`src/rtl/opr_sequencer.sv`:
```
// -----------------------------------------------------------------------------
// opr_sequencer
//
// Executes PDP-8 OPR (opcode 7) instructions on behalf of the CPU control unit.
// A request is captured in IDLE, evaluated in EXEC with help from an external
// combinational micro-instruction decoder, and written back in WB, where the
// architectural outputs update together with a one-cycle done pulse.
// This block owns the halt flag.
//
// Optional feature (compile-time macro OPR_GROUP3_MQ_EN):
//   defined   : MQ register present, group 3 CLA / MQA / MQL / SWP supported.
//   undefined : no MQ register, mq_out reads 0, group 3 honours only CLA.
//
// Parameters
//   WORD_W     width of AC / PC / MQ / SR (12 for a PDP-8)
//
// Ports
//   clk, reset            single clock, synchronous active-high reset
//   op_valid / op_ready   request handshake (op_ready = IDLE and not halted)
//   op_ir                 full 12-bit instruction word
//   pc_in                 PC already incremented past this instruction
//   ac_in, l_in           current accumulator and link
//   sr_in                 front-panel switch register
//   cont                  continue pulse; clears halt while idle
//   dec_ireg/ac/l         operands driven to the micro-instruction decoder
//   dec_ac_mi/l_mi/skip   decoder results (sampled only in EXEC)
//   dec_g1/g2/g3          decoder group flags (sampled only in EXEC)
//   done                  one-cycle pulse; result outputs valid
//   ac_out/l_out/pc_out/mq_out  results, held until the next done
//   halt                  sticky halt flag
//   illegal               valid with done: op_ir[11:9] was not 7
// -----------------------------------------------------------------------------
module opr_sequencer #(
  parameter int WORD_W = 12
) (
  input  logic              clk,
  input  logic              reset,
  input  logic              op_valid,
  output logic              op_ready,
  input  logic [11:0]       op_ir,
  input  logic [WORD_W-1:0] pc_in,
  input  logic [WORD_W-1:0] ac_in,
  input  logic              l_in,
  input  logic [WORD_W-1:0] sr_in,
  input  logic              cont,
  output logic [8:0]        dec_ireg,
  output logic [WORD_W-1:0] dec_ac,
  output logic              dec_l,
  input  logic [WORD_W-1:0] dec_ac_mi,
  input  logic              dec_l_mi,
  input  logic              dec_skip,
  input  logic              dec_g1,
  input  logic              dec_g2,
  input  logic              dec_g3,
  output logic              done,
  output logic [WORD_W-1:0] ac_out,
  output logic              l_out,
  output logic [WORD_W-1:0] pc_out,
  output logic [WORD_W-1:0] mq_out,
  output logic              halt,
  output logic              illegal
);

  typedef enum logic [1:0] {
    ST_IDLE = 2'd0,
    ST_EXEC = 2'd1,
    ST_WB   = 2'd2
  } state_t;

  state_t state_reg;

  // Operands captured at accept; they feed the decoder for the whole op so
  // the requester is free to change its inputs after the handshake.
  logic [11:0]       ir_reg;
  logic [WORD_W-1:0] ac_cap_reg;
  logic [WORD_W-1:0] pc_cap_reg;
  logic [WORD_W-1:0] sr_cap_reg;
  logic              l_cap_reg;

  // Results computed in EXEC, committed to the outputs in WB.
  logic [WORD_W-1:0] ac_res_reg;
  logic [WORD_W-1:0] pc_res_reg;
  logic              l_res_reg;
  logic              halt_res_reg;
  logic              illegal_res_reg;

  // Architectural / output registers.
  logic [WORD_W-1:0] ac_out_reg;
  logic [WORD_W-1:0] pc_out_reg;
  logic              l_out_reg;
  logic              done_reg;
  logic              halt_reg;
  logic              illegal_reg;

`ifdef OPR_GROUP3_MQ_EN
  logic [WORD_W-1:0] mq_reg;
  logic [WORD_W-1:0] mq_res_reg;
  logic [WORD_W-1:0] mq_next;
`endif

  // EXEC-stage combinational results.
  logic [WORD_W-1:0] ac_cla;
  logic [WORD_W-1:0] ac_g2;
  logic [WORD_W-1:0] ac_next;
  logic [WORD_W-1:0] pc_next;
  logic              l_next;
  logic              skip_next;
  logic              halt_next;
  logic              illegal_next;

  // CLA (IR[7]) is applied first in both group 2 and group 3.
  assign ac_cla = ir_reg[7] ? '0 : ac_cap_reg;

  // Group 2 OSR: OR the switch register into the (possibly cleared) AC.
  genvar gi;
  generate
    for (gi = 0; gi < WORD_W; gi++) begin : g_osr
      assign ac_g2[gi] = ac_cla[gi] | (ir_reg[2] & sr_cap_reg[gi]);
    end
  endgenerate

  // Decoder inputs only matter in EXEC, and only the EXEC branch of the FSM
  // loads anything derived from this block, so X on the decoder outputs in
  // other states cannot reach architectural state.
  always_comb begin
    illegal_next = (ir_reg[11:9] != 3'o7);
    ac_next      = ac_cap_reg;
    l_next       = l_cap_reg;
    skip_next    = 1'b0;
    halt_next    = 1'b0;
`ifdef OPR_GROUP3_MQ_EN
    mq_next      = mq_reg;
`endif
    if (!illegal_next) begin
      if (dec_g1) begin
        ac_next = dec_ac_mi;
        l_next  = dec_l_mi;
      end else if (dec_g2) begin
        // Decoder evaluates skip on the captured, pre-CLA accumulator.
        skip_next = dec_skip;
        ac_next   = ac_g2;
        halt_next = ir_reg[1];
      end else if (dec_g3) begin
`ifdef OPR_GROUP3_MQ_EN
        case ({ir_reg[6], ir_reg[4]})
          2'b11: begin
            ac_next = mq_reg;
            mq_next = ac_cla;
          end
          2'b10: ac_next = ac_cla | mq_reg;
          2'b01: begin
            mq_next = ac_cla;
            ac_next = '0;
          end
          default: ac_next = ac_cla;
        endcase
`else
        ac_next = ac_cla;
`endif
      end
    end
    // Skip adds one to the already-incremented PC; wraps modulo 2^WORD_W.
    pc_next = pc_cap_reg + {{(WORD_W-1){1'b0}}, skip_next};
  end

  always_ff @(posedge clk) begin
    if (reset) begin
      state_reg       <= ST_IDLE;
      ir_reg          <= '0;
      ac_cap_reg      <= '0;
      pc_cap_reg      <= '0;
      sr_cap_reg      <= '0;
      l_cap_reg       <= 1'b0;
      ac_res_reg      <= '0;
      pc_res_reg      <= '0;
      l_res_reg       <= 1'b0;
      halt_res_reg    <= 1'b0;
      illegal_res_reg <= 1'b0;
      ac_out_reg      <= '0;
      pc_out_reg      <= '0;
      l_out_reg       <= 1'b0;
      done_reg        <= 1'b0;
      halt_reg        <= 1'b0;
      illegal_reg     <= 1'b0;
`ifdef OPR_GROUP3_MQ_EN
      mq_reg          <= '0;
      mq_res_reg      <= '0;
`endif
    end else begin
      done_reg <= 1'b0;
      case (state_reg)
        ST_IDLE: begin
          // Continue only acts while idle; with halt clear it is a no-op.
          if (cont) begin
            halt_reg <= 1'b0;
          end
          // Same condition as op_ready, evaluated on the current halt flag.
          if (op_valid && !halt_reg) begin
            ir_reg     <= op_ir;
            ac_cap_reg <= ac_in;
            l_cap_reg  <= l_in;
            pc_cap_reg <= pc_in;
            sr_cap_reg <= sr_in;
            state_reg  <= ST_EXEC;
          end
        end
        ST_EXEC: begin
          ac_res_reg      <= ac_next;
          l_res_reg       <= l_next;
          pc_res_reg      <= pc_next;
          halt_res_reg    <= halt_next;
          illegal_res_reg <= illegal_next;
`ifdef OPR_GROUP3_MQ_EN
          mq_res_reg      <= mq_next;
`endif
          state_reg       <= ST_WB;
        end
        ST_WB: begin
          ac_out_reg  <= ac_res_reg;
          l_out_reg   <= l_res_reg;
          pc_out_reg  <= pc_res_reg;
          illegal_reg <= illegal_res_reg;
`ifdef OPR_GROUP3_MQ_EN
          mq_reg      <= mq_res_reg;
`endif
          // cont is not looked at here, so an HLT always wins over it.
          if (halt_res_reg) begin
            halt_reg <= 1'b1;
          end
          done_reg  <= 1'b1;
          state_reg <= ST_IDLE;
        end
        default: state_reg <= ST_IDLE;
      endcase
    end
  end

  assign op_ready = (state_reg == ST_IDLE) && !halt_reg;
  assign dec_ireg = ir_reg[8:0];
  assign dec_ac   = ac_cap_reg;
  assign dec_l    = l_cap_reg;
  assign done     = done_reg;
  assign ac_out   = ac_out_reg;
  assign l_out    = l_out_reg;
  assign pc_out   = pc_out_reg;
  assign halt     = halt_reg;
  assign illegal  = illegal_reg;
`ifdef OPR_GROUP3_MQ_EN
  assign mq_out   = mq_reg;
`else
  assign mq_out   = '0;
`endif

endmodule
```
`config.mk`:
```
export PLATFORM = sky130hd
export DESIGN_NAME = opr_sequencer
export DESIGN_NICKNAME = d
export VERILOG_FILES = /design/src/rtl/opr_sequencer.sv
export SDC_FILE = /design/constraint.sdc
export NUM_CORES = 1
export LEC_CHECK = 0
export CAP_MARGIN = 40
export CORE_MARGIN = 2
export CORE_UTILIZATION = 40
export CTS_BUF_LIST = sky130_fd_sc_hd__clkbuf_8
export CTS_CLUSTER_DIAMETER = 80
export DETAILED_ROUTE_END_ITERATION = 6
export GPL_TIMING_DRIVEN = 1
export PLACE_DENSITY = 0.78
export SETUP_SLACK_MARGIN = 0.05
export SLEW_MARGIN = 20
export SYNTH_ARGS = -nofsm -noshare
export SYNTH_HDL_FRONTEND = slang
export SYNTH_SLANG_ARGS = --single-unit
```
`constraint.sdc`:
```
create_clock -name clk -period 1.9 [get_ports clk]
set_input_delay 0.38 -clock clk [delete_from_list [all_inputs] [get_ports clk]]
set_output_delay 0.38 -clock clk [all_outputs]
set_load 0.05 [all_outputs]
```
==> results.md <==
* Diodes inserted at 0
* Clock group share of total power at 29.3%
* Clock Sinks at 106
* CP required at 2180 ps
* Post-synthesis mux area share at 0.473%
* Area share of and/or/nand/nor cells after synthesis at 21.4%
* Asr flop ratio synth at 0%
* Fmax achieved at 559 MHz
* Max layer used: met4
* CTS tree: built
* Via-to-Cell Ratio at 4.92
* Syn Inst Count at 510
* First-pass GRT wire length at 17000 µm
* Synth unique cells at 38
* Pin count of the biggest net entering global routing at 65
* Clock skew at 15.9 ps
* Die W at 107 µm
* Switching part of the total power at 29.3%
* Top FF cell, synth: dfxtp_1
* Peak VDD IR at 0.411 mV
* Final-report hold violation count at 0
* Vias in the first global route at 3577
* Clk_lat worst skew at 370 ps
* Setup violations, final at 0
* Root buf cell: clkbuf_8
* Min cycle time layout at 1790 ps
* Critical path endpoint category: flip-flop
* DR WL met3 at 619 µm
* Post-synth EDFFs at 0
* Crit path from: ir_reg[11]$_SDFFE_PP0P_
* Drt first-iter violations at 146
* Cell mode on critical path: and3_4
* GR Overflow Total at 0
* # DRC at 0
* Std-Cell Rows at 37
* Wl on met1 at 4560 µm
* Buffers added on ports at 120
* Sequential Power Share at 54.8%
* Synthesized flop and latch total at 106
* Slowest stage cell, crit path: dfxtp_2
* Final Util at 54.0%
* RD Place Congestion at 0.801
* Yosys warnings at 0
* Worst EP arrival at 2070 ps
* Filler Cell Count at 959
* Seq/Total Area, Yosys at 50.1%
* Setup CP Type: reg -> reg
* Fin crit share at 94.1%
* Initial antenna violation count at 0
* Worst R2R Start: ir_reg[11]$_SDFFE_PP0P_
* Nets@finish at 682
* Share of post-route cells with drive strength above 1 at 12.8%
* H-tree Lvls at 3
* Worst-path maximum fanout at 6
* DR pass1 iterations at 5
* Status: completed
* Num CTS Buffers at 9
* Cell Area, Synth at 0.00424 mm²
* Combinational power share at 15.9%
* Slew at the pin with the worst max-slew slack at 817 ps
* Leak at 0.00217 µW
* Starting density of the core at 41.0%
* Synthesized-area fraction occupied by adder cells at 0.591%
* Critical Path Source Type: flip-flop
* Number of max-cap violations at 0
* Hold Path Class: in -> reg
* Pwr Total at 4370 µW
* Placed insts at 732
* Synth Area in Compound Gates at 17.0%
* Routed Antenna Nets at 0
* Area grow syn2layout at 31.6%
* CTS Hold Buffers Added at 0
* Power Dens Cells at 783 mW/mm²
* Non-filler cells, final at 751
* Vias at 3698
* P_sw at 1280 µW
* Total die area at 0.0114 mm²
* CP max stage delay at 340 ps
* Die H at 107 µm
* Commonest non-fill, non-tap cell in the layout: nand2_1
* Routed wire length at 10600 µm
* Wire per inst at 14.1 µm
* Main combinational cell family by area after synthesis: simple AND/OR/NAND/NOR gates
* GRT Total Usage at 18.7%
* Synthesized area per cell at 8.31 µm²
* Hpwl dp at 7850 µm
* Crit-path cells: and3_4, and3_4, ha_4, buf_4, nand3_4, nor3_1, xnor2_1, a211oi_1
* Most frequent cells in the layout: 159 x nand2_1, 103 x dfxtp_1, 77 x a21oi_1, 66 x clkdlybuf4s50_1, 43 x buf_4
* Hold Startpoint: reset
* Core Area at 0.0103 mm²
* Int Pwr at 3090 µW
* Met2 wire len at 5120 µm
* Xor/xnor share of the synthesized area at 1.86%
* I/O pin count at 133
* RSZ-0062 raised after global routing: false
* Final Slew Violations at 0
* Clk slew on worst S/H paths at 100 ps
* Rel. slew slack at 45.3%
* Clock Path Buffers at 2
==> logic make-up (layout without fill, tap and decap cells) <==
family	Yosys count	after routing
other	1	12
adder cells (fa/ha/maj)	2	2
multiplexers	2	2
flip-flops	106	106
AND/OR/NAND/NOR	213	213
XOR/XNOR	9	9
buffers and inverters	59	153
AO/OA/AOI/OAI	118	118
==> layer usage <==
metal  track usage [%]  vias to the layer above
li1                  -                     1880
met1              23.2                     1689
met2              30.5                      112
met3              4.32                       17
met4              9.46                        0
met5                 0                        -
==> critical path: cells and delay by family, from the launching register on <==
| kind | cells | cell delay [ps] |
|---|---|---|
| AO/OA/AOI/OAI | 1 | 250 |
| XOR/XNOR | 1 | 120 |
| adder cells (fa/ha/maj) | 1 | 130 |
| buffers and inverters | 1 | 110 |
| flip-flops | 1 | 340 |
| AND/OR/NAND/NOR | 4 | 770 |
==> synth_stat cells, drive strengths merged (4+ instances only) <==
| cell | number | share of area, % |
|---|---|---|
| buf | 43 | 7.0 |
| dfxtp | 106 | 50 |
| a221o | 12 | 2.8 |
| xnor2 | 4 | 0.83 |
| clkbuf | 15 | 1.3 |
| a22oi | 12 | 2.1 |
| nand2 | 159 | 14 |
| a211oi | 10 | 1.9 |
| o21ai | 4 | 0.47 |
| a21oi | 77 | 9.1 |
| xor2 | 5 | 1.0 |
| nor2 | 29 | 2.6 |
| nor2b | 4 | 0.59 |
==> timing repair <==
item                                    CTS  global route
endpoints found under the setup margin   31             3
gates resized for setup                  28             6
endpoints found under the hold margin     0             0
setup buffers                             0             3
pin swaps                                 1             3
==> per-stage QoR <==
step           TNS, ps  hold slack [ps]  instance area [µm²]  setup slack [ps]
6_report             0              216                 5580               111
4_1_cts              0              199                 5540              75.4
2_1_floorplan        0              431                 4300              52.6
3_3_place_gp     -5900              439                 5380              -438
3_5_place_dp     -7030              448                 5380              -549
5_1_grt              0              207                 5580              44.4
==> power groups by stage <==
stage | logic [µW] | clock network, µW | registers [µW]
2_1_floorplan | 397 | 0 | 2490
3_3_place_gp | 685 | 0 | 2440
3_5_place_dp | 697 | 0 | 2440
4_1_cts | 691 | 1300 | 2390
5_1_grt | 748 | 1390 | 2410
6_report | 695 | 1280 | 2390
==> area by class of cell <==
cell class              count  area (µm²)  area share (%)
flip-flops and latches    106        2130            38.1
multi-input cells         356        1860            33.3
inverters                   1        3.75          0.0673
clock buffers               9         124            2.22
repair buffers            136        1240            22.3
well taps                 136         170            3.05
clock inverters             7        55.1           0.987
==> final timing paths <==
kind	end	slack [ps]	cells past startpoint
max	pc_res_reg[9]$_SDFFE_PP0N_	110	8
min	state_reg[1]$_SDFFE_PP0P_	220	2
max reg2reg	pc_res_reg[9]$_SDFFE_PP0N_	110	8
min reg2reg	ac_out[2]$_SDFFE_PP0P_	460	2
Note: power is estimated with default switching activity, not from simulation.
==> edit (same flow settings) <==
Build with the macro `OPR_GROUP3_MQ_EN` defined.
--- a/src/rtl/opr_sequencer.sv
+++ b/src/rtl/opr_sequencer.sv
@@ -32,2 +32,4 @@
 // -----------------------------------------------------------------------------
+`define OPR_GROUP3_MQ_EN
+
 module opr_sequencer #(
Check against the original RTL: not equivalent (Yosys sat finds a counterexample within 4 cycles, from zero or initial values and one cycle with reset high).
==> edit against the unedited design <==
Maximum frequency is 0.29% lower. Setup slack worse by 0.0052 ns. Design area is 33% higher. Wire length is 51% higher. Area after synthesis grew 31%. Total power grew 43%. Synthesized cell count grew 37%. Sequential cell count up 24. Critical endpoint is now pc_res_reg[10]. Largest power group unchanged.
==> edit: results (changes against the unedited design) <==
.. list-table::
   :header-rows: 1

   * - Metric
     - Value
   * - Internal power
     - 4.63 mW (+50%)
   * - Synthesized-area fraction occupied by ao, oa, aoi and oai cells
     - 0.197 (+0.0268)
   * - Clock skew
     - 0.00941 ns (-0.00651 ns)
   * - Leading post-synthesis cells by instance count
     - nand2_1 (220), dfxtp_1 (130), a21oi_1 (91)
   * - Sequential-to-total area share from yosys stat
     - 0.471 (-0.0302)
   * - Number of ordinary and repair buffers in the finished layout
     - 163 (+20%)
   * - Critical Path AT
     - 2.16 ns (+0.09 ns)
   * - Ratio of cells with drive above 1 in the final layout
     - 0.146 (+0.0180)
   * - HPWL Detailed
     - 11100 um (+41%)
   * - Cell count after synthesis
     - 700 (+37%)
   * - Reg clk slew, reported paths
     - 0.07 ns (-0.03 ns)
   * - Initial DRC Count
     - 476 (+230%)
   * - Placed Instance Area
     - 0.00699 sq mm (+30%)
   * - Source-to-sink clock delay at the later pin of the worst-skew pair
     - 0.44 ns (+0.07 ns)
   * - Combinational share of power
     - 0.137 (-0.022)
   * - Number of sinks on the clock net
     - 130 (+23%)
   * - H-tree depth reported by CTS
     - 4 (+1)
   * - Highest fanout seen on the critical path
     - 3 (-3)
   * - Adder-cell share of the synthesized area
     - 0.00453 (-0.00138)
   * - Detailed Route WL
     - 15900 um (+51%)
   * - Run status
     - completed
   * - Unique masters post-synth
     - 36 (-5.3%)
   * - Fillcell total
     - 1305 (+36%)
   * - Average detailed-routed wire length per instance
     - 15.9 um (+13%)
   * - Clock network area share
     - 0.0545 (+0.0224)
   * - Largest net degree at the start of global routing
     - 51 (-22%)
   * - First-pass GRT wire length
     - 25200 um (+48%)
   * - Vias after detailed routing
     - 5334 (+44%)
   * - Power consumed by sequential cells
     - 2.98 mW (+25%)
   * - Number of clock buffer instances in the layout
     - 21 (+12)
   * - Layout non-clock buf frac
     - 0.206 (-0.0172)
   * - Relative slew margins
     - 0.535 (+0.0823)
   * - Dominant cells by area after synthesis
     - dfxtp_1 (47%), nand2_1 (15%), a21oi_1 (8.2%), a311oi_1 (4.1%), a211oi_1 (2.9%)
   * - Die area
     - 0.0148 sq mm (+29%)
   * - Vias in the first global route
     - 4829 (+35%)
   * - Multi-input combinational cell count
     - 502 (+41%)
   * - Maximum resistive drop on vdd
     - 0.536 mV (+30%)
   * - Total placed cells including tap cells
     - 969 (+32%)
   * - Parity-gate share of the synthesized area counting xor and xnor cells
     - 0.0143 (-0.00435)
   * - Number of port buffers
     - 132 (+10%)
   * - FF/Latch Area
     - 0.00261 sq mm (+23%)
   * - Worst slack at placement
     - -0.522 ns (+0.0272 ns)
   * - Pleak
     - 2.74 nW (+26%)
   * - Power of the combinational group
     - 0.859 mW (+24%)
-- edit: repair_timing --
| action | CTS | global route |
|---|---|---|
| endpoints found under the setup margin | 22 | 17 |
| pin swaps | 0 | 2 |
| buffers inserted | 1 | 2 |
| resized for setup | 16 | 5 |
| hold endpoints to repair | 0 | 0 |
-- edit: worst max-delay path, stage by stage, from the launching register on --
cell and delay [ns]:
dfxtp_2 0.33, and4b_1 0.23, and3_4 0.20, ha_4 0.14
ha_4 0.13, and4_4 0.23, nand3_1 0.09, xor2_1 0.15
a211oi_1 0.21
-- edit: final timing paths --
check | endpoint | slack, ns
setup / recovery | pc_res_reg[10] | 0.11
hold / removal | done | 0.32
setup reg to reg | pc_res_reg[10] | 0.11
hold reg to reg | mq_out[5] | 0.45
-- edit: metal layers --
layer	track usage	wire length, um	up-vias
met1	0.309	7270	2460
li1	-	-	2631
met5	0	0	-
met3	0.0646	1380	29
met4	0.0884	339	0
met2	0.320	6960	214
